--- config.mk ---
export PLATFORM = sky130hd
export DESIGN_NAME = bch31_encoder_flat
export DESIGN_NICKNAME = d
export VERILOG_FILES = /design/src/rtl/bch31_encoder_if.sv /design/src/rtl/bch31_encoder.sv /design/src/flat_wrapper.sv
export SDC_FILE = /design/constraint.sdc
export NUM_CORES = 1
export LEC_CHECK = 0
export BUFFER_PORTS_ARGS = -buffer_cell sky130_fd_sc_hd__buf_2
export CAP_MARGIN = 25
export CELL_PAD_IN_SITES_DETAIL_PLACEMENT = 1
export CELL_PAD_IN_SITES_GLOBAL_PLACEMENT = 1
export CORE_MARGIN = 8
export CORE_UTILIZATION = 40
export DETAILED_ROUTE_END_ITERATION = 8
export PLACE_DENSITY_LB_ADDON = 0.1
export SLEW_MARGIN = 20
export SYNTH_ARGS = -nofsm -noshare
export SYNTH_HDL_FRONTEND = slang
export SYNTH_SLANG_ARGS = --single-unit
--- constraint.sdc ---
create_clock -name clk -period 1.9 [get_ports clk]
set_clock_uncertainty 0.15 [all_clocks]
set_input_delay 0 -clock clk [delete_from_list [all_inputs] [get_ports clk]]
set_output_delay 0 -clock clk [all_outputs]
set_load 0.02 [all_outputs]
--- src/rtl/bch31_encoder_if.sv ---
// Streaming handshake bundle for the BCH(31,21) encoder: message bits in, codeword bits out.
// The slave modport is the encoder's view and the master modport is the driver/sink view.
interface bch31_encoder_if;
    logic in_valid;
    logic in_ready;
    logic in_data;
    logic out_valid;
    logic out_ready;
    logic out_data;
    logic out_first;
    logic out_last;
    logic busy;

    modport slave (
        input  in_valid,
        input  in_data,
        input  out_ready,
        output in_ready,
        output out_valid,
        output out_data,
        output out_first,
        output out_last,
        output busy
    );

    modport master (
        output in_valid,
        output in_data,
        output out_ready,
        input  in_ready,
        input  out_valid,
        input  out_data,
        input  out_first,
        input  out_last,
        input  busy
    );
endinterface

--- src/rtl/bch31_encoder.sv ---
// Systematic serial BCH(31,21) encoder: the 21 message bits pass straight through,
// then the 10 parity bits held in the division LFSR over g(x) are shifted out MSB first.
module bch31_encoder #(
    parameter int          N        = 31,
    parameter int          K        = 21,
    parameter logic [10:0] GEN_POLY = 11'h769
) (
    input  logic           clk,
    input  logic           rst,
    bch31_encoder_if.slave bus
);
    localparam int         P        = N - K;
    localparam logic [4:0] LAST_MSG = 5'(K - 1);
    localparam logic [4:0] LAST_BIT = 5'(N - 1);

    typedef enum logic [1:0] {IDLE, MSG, PAR} state_t;

    state_t         state_reg;
    logic [4:0]     cnt_reg;
    logic [P-1:0]   par_reg;
    logic [P-1:0]   par_next;
    logic [P-1:0]   par_shift;
    logic           fb;

    // One division step: shift left and fold in g(x) when the feedback bit is set.
    assign fb        = bus.in_data ^ par_reg[P-1];
    assign par_shift = {par_reg[P-2:0], 1'b0};

    generate
        for (genvar gi = 0; gi < P; gi++) begin : g_lfsr
            if (gi == 0) begin : g_lsb
                assign par_next[gi] = fb & GEN_POLY[gi];
            end else begin : g_upper
                assign par_next[gi] = par_reg[gi-1] ^ (fb & GEN_POLY[gi]);
            end
        end
    endgenerate

    always_ff @(posedge clk or negedge rst) begin
        if (!rst) begin
            state_reg <= IDLE;
            cnt_reg   <= '0;
            par_reg   <= '0;
        end else begin
            case (state_reg)
                IDLE: begin
                    state_reg <= MSG;
                end
                MSG: begin
                    if (bus.in_valid && bus.out_ready) begin
                        par_reg <= par_next;
                        cnt_reg <= cnt_reg + 5'd1;
                        if (cnt_reg == LAST_MSG) begin
                            state_reg <= PAR;
                        end
                    end
                end
                PAR: begin
                    if (bus.out_ready) begin
                        if (cnt_reg == LAST_BIT) begin
                            cnt_reg   <= '0;
                            par_reg   <= '0;
                            state_reg <= MSG;
                        end else begin
                            cnt_reg <= cnt_reg + 5'd1;
                            par_reg <= par_shift;
                        end
                    end
                end
                default: begin
                    state_reg <= IDLE;
                end
            endcase
        end
    end

    // Message phase is a zero-latency pass-through, so the outputs decode state combinationally.
    always_comb begin
        bus.in_ready  = 1'b0;
        bus.out_valid = 1'b0;
        bus.out_data  = 1'b0;
        bus.out_first = 1'b0;
        bus.out_last  = 1'b0;
        case (state_reg)
            MSG: begin
                bus.in_ready  = bus.out_ready;
                bus.out_valid = bus.in_valid;
                bus.out_data  = bus.in_data;
                bus.out_first = (cnt_reg == 5'd0) && bus.in_valid;
            end
            PAR: begin
                bus.out_valid = 1'b1;
                bus.out_data  = par_reg[P-1];
                bus.out_last  = (cnt_reg == LAST_BIT);
            end
            default: begin
                bus.in_ready = 1'b0;
            end
        endcase
    end

    assign bus.busy = (cnt_reg != 5'd0);
endmodule

--- src/flat_wrapper.sv ---
// flat-port wrapper written by rule: the top's interface ports become plain ports
module bch31_encoder_flat 
#(
    parameter int          N        = 31,
    parameter int          K        = 21,
    parameter logic [10:0] GEN_POLY = 11'h769
)
  (clk, rst, bus_in_valid, bus_in_data, bus_out_ready, bus_in_ready, bus_out_valid, bus_out_data, bus_out_first, bus_out_last, bus_busy);
  bch31_encoder_if bus_i ();
  input  logic clk;
  input  logic rst;
  input wire logic [$bits(bus_i.in_valid)-1:0] bus_in_valid;
  input wire logic [$bits(bus_i.in_data)-1:0] bus_in_data;
  input wire logic [$bits(bus_i.out_ready)-1:0] bus_out_ready;
  output wire logic [$bits(bus_i.in_ready)-1:0] bus_in_ready;
  output wire logic [$bits(bus_i.out_valid)-1:0] bus_out_valid;
  output wire logic [$bits(bus_i.out_data)-1:0] bus_out_data;
  output wire logic [$bits(bus_i.out_first)-1:0] bus_out_first;
  output wire logic [$bits(bus_i.out_last)-1:0] bus_out_last;
  output wire logic [$bits(bus_i.busy)-1:0] bus_busy;
  assign bus_i.in_valid = bus_in_valid;
  assign bus_i.in_data = bus_in_data;
  assign bus_i.out_ready = bus_out_ready;
  assign bus_in_ready = bus_i.in_ready;
  assign bus_out_valid = bus_i.out_valid;
  assign bus_out_data = bus_i.out_data;
  assign bus_out_first = bus_i.out_first;
  assign bus_out_last = bus_i.out_last;
  assign bus_busy = bus_i.busy;
  bch31_encoder #(.N(N), .K(K), .GEN_POLY(GEN_POLY)) u_core (.clk(clk), .rst(rst), .bus(bus_i));
endmodule
== Word level (Yosys, flattened, before mapping) ==
Index checks and enable logic that the tools add are counted.

* Output and inout bits: 6
* Register bits: 17
* Input port bits: 5

* Multiplexer cells: 18
* $add $sub $neg: 1
* Bitwise operators: 6
* Reduce and logical (&&, ||, !) cells: 8
* Equal/unequal tests: 8

{| class="wikitable"
|+ Operators with widths
! operator !! count
|-
| $mux 10 || 3
|-
| $pmux 10 s2 || 1
|-
| $mux 5 || 3
|-
| $eq 5x5->1 const B || 2
|-
| $pmux 5 s2 || 1
|-
| $mux 2 || 4
|-
| $ne 2x1->1 const B || 3
|-
| $pmux 2 s3 || 1
|-
| $xor 1x1->1 || 6
|-
| $add 5x1->5 const B || 1
|-
| $logic_not 5->1 || 1
|-
| $reduce_bool 5->1 || 1
|-
| $pmux 1 s2 || 2
|-
| $reduce_and 4->1 || 1
|-
| $mux 1 || 3
|-
| $reduce_and 3->1 || 1
|-
| $eq 2x1->1 const B || 1
|-
| $eq 2x2->1 const B || 1
|-
| $logic_and 1x1->1 || 2
|-
| $logic_not 2->1 || 1
|-
| $ne 2x2->1 const B || 1
|-
| $reduce_bool 2->1 || 1
|}

== Logic depth before layout (Yosys ltp) ==
Gate-level depths: netlist (run 1).

* Word-level depth: 4
* Gate-level depth with buffers: 8

== Least setup slack after synthesis (run 1) ==
Ideal clock, no wire load.

* Path type: register to register
* From: register u_core.state_reg[0]
* To: register u_core.cnt_reg[0]
* Period minus slack after synthesis: 1.896 ns
* Path buffers: 1
* Arrival time: 1.622 ns
* Stages on the path, launching flop included: 8
* Slack: 0.004 ns
* Cells stage by stage: dfrtp_1 -> inv_1 -> ha_1 -> buf_6 -> inv_1 -> nor2_1 -> nor2_1 -> mux2_2

* Longest elaborated chain between the ends: 3
* Elaborated cells on any way between the ends: 7
* Classes of those cells: eq/ne: 4; mux: 1; reduce/logical: 2

{| class="wikitable"
|+ Ends and longest elaborated chain
! element !! RTL line !! RTL
|-
| from (decl) || bch31_encoder.sv:18 || <nowiki>state_t state_reg;</nowiki>
|-
| from (signal assigned) || bch31_encoder.sv:41 || <nowiki>state_reg <= IDLE;</nowiki>
|-
| from (signal assigned) || bch31_encoder.sv:47 || <nowiki>state_reg <= MSG;</nowiki>
|-
| from (signal assigned) || bch31_encoder.sv:54 || <nowiki>state_reg <= PAR;</nowiki>
|-
| $eq 2x1->1 or $eq 2x2->1 (tied branches) || bch31_encoder.sv:45 || <nowiki>case (state_reg)</nowiki>
|-
| $ne 2x1->1 (no line) (tied with other cells) || - ||
|-
| $reduce_and 3->1 (no line) || - ||
|-
| to (signal assigned) || bch31_encoder.sv:52 || <nowiki>cnt_reg <= cnt_reg + 5'd1;</nowiki>
|-
| to (signal assigned) || bch31_encoder.sv:65 || <nowiki>cnt_reg <= cnt_reg + 5'd1;</nowiki>
|-
| to (decl) || bch31_encoder.sv:19 || <nowiki>logic [4:0] cnt_reg;</nowiki>
|}

Parallel ways exist; a longest one is shown, timed or not.
A chain may end at the register's enable or synchronous reset.

== Final worst setup path (run 1) ==
* From: register u_core.cnt_reg[0]
* To: output bus_out_first

* Longest elaborated chain between the ends: 3

{| class="wikitable"
|+ Ends and longest elaborated chain
! element !! RTL line !! RTL
|-
| $logic_not 5->1 || bch31_encoder.sv:89 || <nowiki>bus.out_first = (cnt_reg == 5'd0) && bus.in_valid;</nowiki>
|-
| $logic_and 1x1->1 || bch31_encoder.sv:89 ||
|-
| $mux 1 || bch31_encoder.sv:84 || <nowiki>case (state_reg)</nowiki>
|-
| to (decl) || flat_wrapper.sv:18 || <nowiki>output wire logic [$bits(bus_i.out_first)-1:0] bus_out_first;</nowiki>
|}

Every way passes these cells.

==> impl_metrics.env, run 1 <==
export IMPL_cts_inserted_buffers=3
export IMPL_drv_cap=0
export IMPL_clk_insertion_delay_late_ns=0.31
export IMPL_peakVddDrop_mv=0.752
export IMPL_dieArea_mm2=0.00441
export IMPL_critPathArrivalTime_ns=1.67
export IMPL_ant_nets=0
export IMPL_routed_wl_met2_um=1210
export IMPL_cts_tree="done"
export IMPL_cts_htree_levels=1
export IMPL_met1_length_um=1150
export IMPL_maxSlewHeadroom_pct=73.4
export IMPL_finalCriticalPeriod_ns=1.82
export IMPL_crit_family="simple AND/OR/NAND/NOR gates"
export IMPL_rows=18
export IMPL_finalPower_mw=2.01
export IMPL_firstDrtPassIters=3
export IMPL_largest_reg_flops=10
export IMPL_worstSetupPathType="flop to primary output"
export IMPL_fin_area_mm2=0.00127
export IMPL_antenna_found_initial=0
export IMPL_grt_pass1_wl_um=4240
export IMPL_fp_dieW_um=66.4
export IMPL_slowest_stage="dfrtp_1"
export IMPL_wire_per_inst_um=16.3
export IMPL_worst_slew_pin_transition_ns=0.397
export IMPL_io_pins=11
export IMPL_ys_ff_latch=17
export IMPL_yosysTopAreaCellShare_pct=41.9
export IMPL_grt_pass1_vias=864
export IMPL_drive_gt1_share_pct=30.2
export IMPL_worstPathMaxFanout=3
export IMPL_place_area_mm2=0.00113
export IMPL_synth_area_mm2=0.00102
export IMPL_grt_max_degree=17
export IMPL_cpPeakStageDelay_ns=0.42
export IMPL_critical_path_required_ns=1.75
export IMPL_netlist_instances=101
export IMPL_leakage_nw=0.582
export IMPL_synth_area_top_cells="dfrtp_1 42%, ha_1 9.9%, nor2_1 4.8%"
export IMPL_clk_path_buf_depth=2
export IMPL_startpoint_type="flop"
export IMPL_initial_core_util_pct=41.8
export IMPL_hpwl_um=1780
export IMPL_root_buffer="clkbuf_4"
export IMPL_min_period_over_period_pct=95.8
export IMPL_yosysTopAreaCell="dfrtp_1"
export IMPL_drc=0
export IMPL_hp_class="input port to flop"
export IMPL_final_nets=140
export IMPL_seq_area_frac_synth_pct=41.9
export IMPL_max_freq_mhz=550
export IMPL_cts_clk_slew_worst_paths_ns=0.10
export IMPL_path_cells="inv_2, ha_1, nand2b_1, or3_4, nor2_2, buf_4"
export IMPL_gp_congestion=0.783
export IMPL_slew_violations=0
export IMPL_die_y_um=66.4
export IMPL_rsz0062_at_grt="no"
export IMPL_ys_warn_count=0
export IMPL_path_buf_inv=2
export IMPL_met3_length_um=110
export IMPL_synth_distinct_cells=33
export IMPL_power_density_mw_per_mm2=1580
export IMPL_drtIter0Drc=27
export IMPL_grt_ovfl_total=0
export IMPL_synth_nets=114
export IMPL_setup_viol=0
export IMPL_clock_sinks=17
export IMPL_utilization_pct=52.2
export IMPL_hold_viol_final=0
export IMPL_vias=839
export IMPL_grt_usage_pct=12.9
export IMPL_avgSynthCellArea_um2=10.1
export IMPL_diodes=0
export IMPL_routed_wl_um=2540
export IMPL_via_per_inst=5.38
export IMPL_io_buffers=10
export IMPL_coreArea_mm2=0.00243
export IMPL_area_growth_pct=24.9
export IMPL_status="finished clean"
export IMPL_crit_path_end_kind="primary output"
export IMPL_routed_top_layer="met4"
## worst reg2reg max path, cell delays in order, from the launching register on
cell and delay [ns]:
dfrtp_2 0.46, inv_2 0.07, ha_2 0.18, mux2_4 0.34, and2_1 0.20, buf_4 0.15, nor2_1 0.09, a31oi_1 0.05
## synthesized netlist by cell type (all sizes together)
cell	n
a2111oi	1
a21oi	2
nand4	1
nor2b	1
buf	3
and3	2
a22o	5
nand2b	1
and2	4
nor2	13
mux2	3
o31ai	1
a21boi	2
inv	7
o21ai	2
a31oi	2
or3	2
nand3	3
nor4	1
dfrtp	17
a221oi	3
mux2i	1
o21bai	2
xor2	3
ha	8
nand2	4
nor4b	1
a22oi	1
xnor2	5
## metrics by stage
stage               setup WS [ns]  setup TNS (ns)  hold WS, ns  cells
finish                     0.0807               0       0.0234    156
global route              0.00699               0       0.0450    156
CTS                       0.00182               0       0.0242    153
detailed placement        -0.0235         -0.0235       -0.194    145
global placement         -0.00777        -0.00777       -0.195    145
floorplan                 0.00351               0       -0.446    101
## report_power, final
| group | switching (mW) | internal (mW) | leakage, nW | total [mW] |
|---|---|---|---|---|
| Sequential | 0.172 | 0.536 | 0.202 | 0.708 |
| Clock | 0.127 | 0.0821 | 0.0150 | 0.209 |
| Combinational | 0.541 | 0.551 | 0.365 | 1.09 |
| Total | 0.840 | 1.17 | 0.582 | 2.01 |
## final timing paths
path	to	slack [ns]	start	depth (start not counted)
max	bus_out_first	0.08	u_core.cnt_reg[0]$_DFFE_PN0P_	6
min	u_core.par_reg[0]$_DFFE_PN0P_	0.02	bus_in_data	3
max reg2reg	u_core.par_reg[8]$_DFFE_PN0P_	0.10	u_core.state_reg[1]$_DFFE_PN0P_	7
min reg2reg	u_core.par_reg[7]$_DFFE_PN0P_	0.37	u_core.par_reg[6]$_DFFE_PN0P_	1
max in group asynchronous	u_core.par_reg[4]$_DFFE_PN0P_	0.15	rst	4
min in group asynchronous	u_core.cnt_reg[4]$_DFFE_PN0P_	0.54	rst	3
## cell usage in the layout (no fill, tap or decap), types with 2 or more instances in the layout
cell,instances
nor2_2,2
and3_1,2
a21oi_1,2
dfrtp_1,16
xor2_1,3
a21boi_0,2
buf_2,8
mux2_2,2
o21ai_0,2
inv_1,5
and2_1,3
buf_4,12
dlygate4sd3_1,4
a22o_1,5
inv_2,2
nand3_1,3
clkbuf_4,3
a31oi_1,2
nand2_1,4
a221oi_1,2
ha_1,6
xnor2_1,4
nor2_1,11
## cell type report
| type | instances | area (um^2) |
|---|---|---|
| Clock buffer | 4 | 26.3 |
| Fill cell | 282 | 1160 |
| Inverter | 7 | 26.3 |
| Multi-Input combinational cell | 74 | 582 |
| Sequential cell | 17 | 427 |
| Tap cell | 30 | 37.5 |
| Timing Repair Buffer | 24 | 170 |
## repair_timing
item / CTS / global route
gates resized for setup: 1 / 14
pin swaps: 0 / 1
setup endpoints to repair: 6 / 15
buffers inserted: 0 / 3
hold endpoints to repair: 20 / 0
hold buffers: 4 / 0
## logic make-up after synthesis
family                     share of synthesized area [%]
buffers and inverters                               4.68
xor gates and xnor gates                            7.64
DFF                                                 41.9
and+or+nand+nor                                     16.3
adders and majority gates                           9.85
muxes                                               4.31
AOI/OAI and AO/OA                                   15.4
## metal layers
metal  global-route usage (%)  vias to the layer above
li1                         -                      404
met5                        0                        -
met3                     3.05                        5
met2                     19.5                       11
met4                     8.80                        0
met1                     15.9                      419
Note: power is estimated with default switching activity, not from simulation.
==> run 2: changes to the inputs <==
--- a/config.mk
+++ b/config.mk
@@ -13,6 +13,7 @@
 export CORE_UTILIZATION = 40
 export DETAILED_ROUTE_END_ITERATION = 8
 export PLACE_DENSITY_LB_ADDON = 0.1
+export SETUP_SLACK_MARGIN = 0.1
 export SLEW_MARGIN = 20
 export SYNTH_ARGS = -nofsm -noshare
 export SYNTH_HDL_FRONTEND = slang
==> run 2 against run 1 <==
  * Worst hold slack worse by 0.020 ns
  * Die area unchanged
  * Wire length up 4.3%
  * Via count up 1.2%
  * Critical path type unchanged
  * Critical endpoint unchanged
  * Highest routed layer unchanged
==> impl_metrics.env, run 2 (synthesized netlist as in run 1, its figures left out) <==
export IMPL_ant_nets=0
export IMPL_antenna_found_initial=0
export IMPL_power_frac_seq_pct=33.6
export IMPL_reg2regPathDepth=7
export IMPL_worst_slack_ns=0.130
export IMPL_cts_clk_slew_worst_paths_ns=0.11
export IMPL_hp_class="input port to flop"
export IMPL_p_comb_share_pct=56.7
export IMPL_slew_violations=0
export IMPL_rsz0062_at_grt="yes"
export IMPL_cpPeakStageDelay_ns=0.43
export IMPL_hold_viol_final=0
export IMPL_met3_length_um=111
export IMPL_worst_slew_pin_transition_ns=0.676
export IMPL_met1_length_um=1180
export IMPL_clk_insertion_delay_late_ns=0.30
export IMPL_multi_input_area_um2=603
export IMPL_largest_reg_flops=10
export IMPL_grt_max_degree=15
export IMPL_crit_family="simple AND/OR/NAND/NOR gates"
export IMPL_routed_top_layer="met4"
export IMPL_startpoint_type="flop"
export IMPL_via_per_inst=5.27
export IMPL_io_pins=11
export IMPL_setup_tns_ns=0
export IMPL_cts_inserted_buffers=3
export IMPL_finalPower_mw=2.15
export IMPL_critPathArrivalTime_ns=1.62
export IMPL_drive_gt1_share_pct=36.6
export IMPL_critical_path_required_ns=1.75
export IMPL_utilization_pct=55.0
export IMPL_cts_tree="done"
export IMPL_p_int_mw=1.25
export IMPL_dp_worst_setup_slack_ns=0.0393
export IMPL_diodes=0
export IMPL_slowest_stage="dfrtp_1"
export IMPL_io_buffers=10
export IMPL_path_cells="inv_1, ha_2, nand2b_4, or3_4, nor2_4, buf_6"
export IMPL_place_area_mm2=0.00115
export IMPL_grt_pass1_vias=884
export IMPL_clock_sinks=17
export IMPL_gp_congestion=0.749
export IMPL_fin_area_mm2=0.00134
export IMPL_setup_viol=0
export IMPL_maxSlewHeadroom_pct=54.8
export IMPL_final_nets=145
export IMPL_clk_path_buf_depth=2
export IMPL_vias=849
export IMPL_coreArea_mm2=0.00243
export IMPL_hpwl_um=1750
export IMPL_drc=0
export IMPL_die_y_um=66.4
export IMPL_dpl_cell_count=145
export IMPL_cp_depth=6
export IMPL_rows=18
export IMPL_p_clk_share_pct=9.7
export IMPL_p_sw_mw=0.890
export IMPL_fp_dieW_um=66.4
export IMPL_dieArea_mm2=0.00441
export IMPL_finalCriticalPeriod_ns=1.77
export IMPL_whs_path_depth=3
export IMPL_drv_cap=0
export IMPL_final_cells=161
export IMPL_leakage_nw=0.605
export IMPL_max_freq_mhz=565
export IMPL_area_sequential_um2=428
export IMPL_grt_usage_pct=13.0
export IMPL_drtIter0Drc=52
export IMPL_min_period_over_period_pct=93.2
export IMPL_path_buf_inv=2
export IMPL_cts_htree_levels=1
export IMPL_mostFrequentLayoutCell="buf_4"
export IMPL_firstDrtPassIters=4
export IMPL_n_fill_cell=282
export IMPL_worstSetupPathType="flop to primary output"
export IMPL_initial_core_util_pct=41.8
export IMPL_routed_wl_met2_um=1310
export IMPL_hold_slack_ns=0.00346
export IMPL_final_cell_mix="16 x buf_4, 15 x dfrtp_1, 10 x nor2_1"
export IMPL_routed_wl_um=2650
export IMPL_crit_path_end_kind="primary output"
export IMPL_wire_per_inst_um=16.4
export IMPL_grt_pass1_wl_um=4370
export IMPL_grt_ovfl_total=0
export IMPL_worstPathMaxFanout=4
export IMPL_root_buffer="clkbuf_4"
export IMPL_peakVddDrop_mv=0.932
export IMPL_status="finished clean"
export IMPL_area_growth_pct=31.8
export IMPL_switching_share_pct=41.5
export IMPL_power_density_mw_per_mm2=1600
## run 2: layer usage
layer | vias up | track usage, %
met2 | 14 | 21.5
met4 | 0 | 4.80
met3 | 6 | 3.22
li1 | 413 | -
met1 | 416 | 15.9
met5 | - | 0
## run 2: what timing repair did
| item | 4_1_cts | 5_1_grt |
|---|---|---|
| pin swaps | 0 | 2 |
| hold buffers | 4 | 0 |
| hold endpoints to repair | 20 | 0 |
| setup buffers | 5 | 3 |
| endpoints found under the setup margin | 6 | 10 |
| resized for setup | 7 | 13 |
## run 2: power groups by stage
| stage | clock network (mW) | registers (mW) | logic [mW] |
|---|---|---|---|
| CTS | 0.222 | 0.709 | 1.10 |
| detailed placement | 0 | 0.710 | 0.988 |
| global placement | 0 | 0.702 | 0.960 |
| global route | 0.237 | 0.744 | 1.34 |
| finish | 0.209 | 0.720 | 1.22 |
| floorplan | 0 | 0.662 | 0.734 |
## run 2: final timing paths
check                                                     start                             to  slack [ns]
worst min-delay path                                bus_in_data  u_core.par_reg[0]$_DFFE_PN0P_       0.003
worst max register to register  u_core.state_reg[0]$_DFFE_PN0P_  u_core.cnt_reg[0]$_DFFE_PN0P_        0.14
min in group asynchronous                                   rst  u_core.par_reg[0]$_DFFE_PN0P_        0.46
worst min register to register    u_core.par_reg[6]$_DFFE_PN0P_  u_core.par_reg[7]$_DFFE_PN0P_        0.37
max in group asynchronous                                   rst  u_core.cnt_reg[2]$_DFFE_PN0P_        0.52
worst max-delay path              u_core.cnt_reg[1]$_DFFE_PN0P_                  bus_out_first        0.13
## run 2: worst register-to-register path, cell delays in order, from the launching register on
cell,delay [ns]
dfrtp_2,0.46
inv_4,0.07
ha_4,0.18
mux2_4,0.29
nand2_2,0.08
nor2_2,0.04
buf_4,0.15
mux2_2,0.25
## run 2: final cells by class
cell class,instances,share of cell area [%]
Tap cell,30,2.80
Clock buffer,3,1.68
Timing Repair Buffer,29,15.8
Sequential cell,17,32.0
Clock inverter,1,0.561
Multi-Input combinational cell,74,45.0
Inverter,7,2.15
